--- config.mk ---
export PLATFORM = sky130hd
export DESIGN_NAME = dmem_dump_controller
export DESIGN_NICKNAME = d
export VERILOG_FILES = /design/src/rtl/dmem_dump_controller_pkg.sv /design/src/rtl/dmem_port_mux.sv /design/src/rtl/dmem_dump_controller.sv
export SDC_FILE = /design/constraint.sdc
export NUM_CORES = 1
export LEC_CHECK = 0
export CAP_MARGIN = 15
export CORE_AREA = 2 2 107 109
export DETAILED_ROUTE_END_ITERATION = 10
export DIE_AREA = 0 0 109 111
export MAX_ROUTING_LAYER = met4
export PLACE_DENSITY = 0.73
export SLEW_MARGIN = 20
export SYNTH_ARGS = -nofsm -noshare
export SYNTH_HDL_FRONTEND = slang
export SYNTH_SLANG_ARGS = --single-unit
--- constraint.sdc ---
create_clock -name clk -period 2.15 [get_ports clk]
set_input_delay 0.43 -clock clk [delete_from_list [all_inputs] [get_ports clk]]
set_output_delay 0.43 -clock clk [all_outputs]
set_load 0.01 [all_outputs]
--- src/rtl/dmem_dump_controller_pkg.sv ---
// Shared encodings and constants for the data-memory halt/dump controller.
package dmem_dump_controller_pkg;

  typedef enum logic [2:0] {
    ST_RUN     = 3'd0,
    ST_QUIESCE = 3'd1,
    ST_RD      = 3'd2,
    ST_OUT     = 3'd3,
    ST_DONE    = 3'd4
  } state_t;

  localparam logic [31:0] HALT_INST_DEF = 32'h0000_0000;

  // Word index to byte address: 32-bit words.
  localparam int WORD_SHIFT = 2;

endpackage

--- src/rtl/dmem_port_mux.sv ---
// Selects whether the core or the dump engine drives the data-memory port.
// Writes are blocked outright while the dump engine owns the port.
module dmem_port_mux #(
  parameter int AW = 32,
  parameter int DW = 32
) (
  input  logic          sel,
  input  logic [AW-1:0] cpu_addr,
  input  logic          cpu_we,
  input  logic [DW-1:0] cpu_wdata,
  input  logic [AW-1:0] dump_addr,
  output logic [AW-1:0] mem_addr,
  output logic          mem_we,
  output logic [DW-1:0] mem_wdata
);

  assign mem_addr  = sel ? dump_addr : cpu_addr;
  assign mem_we    = sel ? 1'b0      : cpu_we;
  assign mem_wdata = sel ? '0        : cpu_wdata;

endmodule

--- src/rtl/dmem_dump_controller.sv ---
// Shares the data-memory port between the core and a halt-triggered dump engine
// that streams words 0..DEPTH-1 over valid/ready, two cycles per word unstalled.
module dmem_dump_controller
  import dmem_dump_controller_pkg::*;
#(
  parameter int          DEPTH     = 256,
  parameter int          AW        = 32,
  parameter int          DW        = 32,
  parameter logic [31:0] HALT_INST = HALT_INST_DEF,
  localparam int         IW        = $clog2(DEPTH)
) (
  input  logic          clk,
  input  logic          rst,
  input  logic [31:0]   inst,
  input  logic          dump_req,
  input  logic [AW-1:0] cpu_addr,
  input  logic          cpu_we,
  input  logic [DW-1:0] cpu_wdata,
  output logic [DW-1:0] cpu_rdata,
  output logic [AW-1:0] mem_addr,
  output logic          mem_we,
  output logic [DW-1:0] mem_wdata,
  input  logic [DW-1:0] mem_rdata,
  output logic          halt,
  output logic          dump_valid,
  input  logic          dump_ready,
  output logic [IW-1:0] dump_index,
  output logic [DW-1:0] dump_data,
  output logic          dump_done
);

  state_t        state;
  logic [IW-1:0] idx;
  logic          first;
  logic [DW-1:0] hold;
  logic [AW-1:0] dump_addr;

  // Address stays on the current word through OUT so the read data is steady.
  assign dump_addr  = (state == ST_RD || state == ST_OUT) ? (AW'(idx) << WORD_SHIFT) : '0;
  assign cpu_rdata  = mem_rdata;
  assign dump_index = idx;
  // The sync read lands in the first OUT cycle; after that the held copy is shown.
  assign dump_data  = first ? mem_rdata : hold;

  dmem_port_mux #(
    .AW (AW),
    .DW (DW)
  ) u_mux (
    .sel       (halt),
    .cpu_addr  (cpu_addr),
    .cpu_we    (cpu_we),
    .cpu_wdata (cpu_wdata),
    .dump_addr (dump_addr),
    .mem_addr  (mem_addr),
    .mem_we    (mem_we),
    .mem_wdata (mem_wdata)
  );

  always_ff @(posedge clk or negedge rst) begin
    if (!rst) begin
      state      <= ST_RUN;
      idx        <= '0;
      halt       <= 1'b0;
      dump_valid <= 1'b0;
      dump_done  <= 1'b0;
      first      <= 1'b0;
      hold       <= '0;
    end else begin
      case (state)
        ST_RUN: begin
          if (inst == HALT_INST || dump_req) begin
            state <= ST_QUIESCE;
            halt  <= 1'b1;
          end
        end
        ST_QUIESCE: state <= ST_RD;
        ST_RD: begin
          state      <= ST_OUT;
          dump_valid <= 1'b1;
          first      <= 1'b1;
        end
        ST_OUT: begin
          first <= 1'b0;
          if (first) hold <= mem_rdata;
          if (dump_ready) begin
            dump_valid <= 1'b0;
            if (idx == IW'(DEPTH - 1)) begin
              state     <= ST_DONE;
              dump_done <= 1'b1;
            end else begin
              idx   <= idx + 1'b1;
              state <= ST_RD;
            end
          end
        end
        ST_DONE: state <= ST_DONE;
        default: state <= ST_RUN;
      endcase
    end
  end

endmodule

==> impl_metrics.env <==
export IMPL_die_area_sq_um=12100
export IMPL_p_per_area_nw_per_um2=592
export IMPL_fill_cells=1017
export IMPL_synth_avg_cell_area_sq_um=10.4
export IMPL_via_per_inst=4.33
export IMPL_path_max_fanout=36
export IMPL_grt_use_total=0.177
export IMPL_slew_viol_final=0
export IMPL_worstSetupStartpointType="flip-flop"
export IMPL_drt_iter0_drc=93
export IMPL_cts_buffers=5
export IMPL_diodes=0
export IMPL_wirelength_um=10900
export IMPL_cts_tree="yes"
export IMPL_worstSkewPairLatency_ns=0.28
export IMPL_worst_pin_slew_ns=0.583
export IMPL_min_path_type="in -> async"
export IMPL_post_route_period_util=0.961
export IMPL_start_util=0.275
export IMPL_cts_root_buffer="clkbuf_16"
export IMPL_port_buffers=272
export IMPL_place_area_sq_um=5720
export IMPL_htree_levels=2
export IMPL_p_leak_nw=2.69
export IMPL_antenna_found_initial=0
export IMPL_place_congestion=0.839
export IMPL_whs_ns=0.238
export IMPL_grt_overflow=0
export IMPL_num_vias=2947
export IMPL_yosysWarnings=0
export IMPL_yosys_register_bits=47
export IMPL_synth_ff_type="dfrtp_1"
export IMPL_synthTopCellsByArea="dfrtp_1, mux2_2, nor2b_1"
export IMPL_grt_start_max_net_pins=48
export IMPL_yosysTopAreaCell="dfrtp_1"
export IMPL_fin_nets=670
export IMPL_async_reset_ff_frac=1.00
export IMPL_numClockSinks=47
export IMPL_crit_type="reg -> out"
export IMPL_fp_coreArea_sq_um=11100
export IMPL_chipWidth_um=109
export IMPL_ant_nets=0
export IMPL_synthesis_nets=427
export IMPL_hold_buffers=0
export IMPL_arrival_ns=1.64
export IMPL_max_cap_viol_count=0
export IMPL_relSlewSlack=0.611
export IMPL_path_clk_slew_ns=0.07
export IMPL_synth_seq_area_share=0.386
export IMPL_fin_area_sq_um=5930
export IMPL_ir_worst_vdd_mv=0.388
export IMPL_synth_edf_count=0
export IMPL_max_freq_ghz=0.484
export IMPL_finalHoldViolations=0
export IMPL_synth_most_common_cell="mux2_2"
export IMPL_drc=0
export IMPL_dr_pass1_iters=4
export IMPL_pin_count=273
export IMPL_placementRows=39
export IMPL_skew_ns=0.0120
export IMPL_critPathRequiredTime_ns=1.72
export IMPL_netlist_top_cells_count="mux2_2, nor2b_1, dfrtp_1, buf_4, nand2_1"
export IMPL_netlist_area_sq_um=3050
export IMPL_cp_end_kind="primary output"
export IMPL_hpwl_um=8910
export IMPL_period_minus_slack_ns=2.07
export IMPL_yosysUniqueCellTypes=30
export IMPL_die_y_um=111
export IMPL_fin_setup_tns_ns=0
export IMPL_drive_gt1_frac=0.171
export IMPL_status="finished clean"
export IMPL_rsz0062_at_grt="no"
export IMPL_yosysTopAreaCellShare=0.386
export IMPL_grt_pass1_wl_um=16200
export IMPL_synthCells=293
export IMPL_syn_to_final_growth_pct=94.5
export IMPL_grt_pass1_vias=3086
export IMPL_setup_viol=0
export IMPL_wl_per_cell_um=16.0
export IMPL_clock_path_buffers=2
## cells by family after synthesis
kind of cell / Yosys count / share of synthesized area
buffers and inverters: 59 / 0.115
XOR/XNOR: 7 / 0.0201
adder cells (fa/ha/maj): 1 / 0.00410
multiplexers: 65 / 0.240
flip-flops: 47 / 0.386
AND/OR/NAND/NOR: 95 / 0.186
AO/OA/AOI/OAI: 19 / 0.0488
## through the flow
stage | instances | setup slack, ns | power [mW] | utilization
floorplan | 293 | 0.428 | 1.98 | -
global placement | 669 | 0.00326 | 2.88 | 0.517
detailed placement | 669 | 0.0378 | 2.93 | 0.517
CTS | 680 | 0.0000657 | 3.58 | 0.528
global route | 680 | 0.00246 | 3.74 | 0.536
finish | 680 | 0.0843 | 3.51 | 0.536
## final timing paths
| path | cells past startpoint | end | slack, ns | from |
|---|---|---|---|---|
| min in group clk | 1 | dump_done | 0.50 | dump_done |
| max in group asynchronous | 2 | first | 1.48 | rst |
| max reg2reg | 4 | dump_index[1] | 0.33 | dump_index[0] |
| min reg2reg | 1 | dump_done | 0.50 | dump_done |
| min | 2 | hold[16] | 0.24 | rst |
| max | 3 | mem_wdata[27] | 0.08 | halt |
## layout by cell type, fill, tap and decap left out, types with 2 or more instances in the layout
cell / n
mux2_2: 65
and3_1: 2
inv_1: 10
dfrtp_2: 2
nand4_1: 4
dfrtp_1: 45
buf_4: 11
clkbuf_16: 5
dlygate4sd2_1: 34
nor4_1: 8
xnor2_1: 4
o21ai_0: 3
nor3_1: 2
nor2_1: 5
xor2_1: 3
clkdlybuf4s50_1: 205
nand2_1: 13
nor2b_1: 57
dlymetal6s2s_1: 32
o22ai_1: 8
## power breakdown
part	switching, mW	leakage [nW]	total [mW]	internal [mW]
sequential	0.168	0.557	1.29	1.12
clock	0.312	0.0669	0.741	0.429
combinational	0.547	2.07	1.49	0.939
total	1.03	2.69	3.51	2.49
## worst max-delay path, cell delays in order, from the launching register on
cell and delay (ns):
dfrtp_2 0.45, buf_8 0.19, nor2b_1 0.15, clkdlybuf4s50_1 0.56
## sequential cells by signal, indices dropped and copies added (netlist names)
name        count
dump_index      8
first           1
dump_valid      1
hold           32
halt            1
state           3
dump_done       1
## layer usage
layer / global-route usage / up-vias / part of all wire
met2: 0.264 / 129 / 0.46
li1: - / 1452 / -
met5: - / - / 0
met1: 0.212 / 1356 / 0.39
met4: 0.0342 / 0 / 0.0099
met3: 0.0970 / 10 / 0.14
## area by class of cell
cell class	count	area [sq um]	share of cell area
inverter	10	37.5	0.00633
multi-input combinational	187	1520	0.257
clock buffer	6	129	0.0217
clock inverter	2	12.5	0.00211
sequential	47	1180	0.199
timing repair buffer	285	2870	0.484
tap	143	179	0.0302
## timing repair
action                                  4_1_cts  5_1_grt
buffers inserted                              3        0
resized for setup                            37       33
endpoints found under the setup margin       91       35
(Power assumes the default switching activity.)
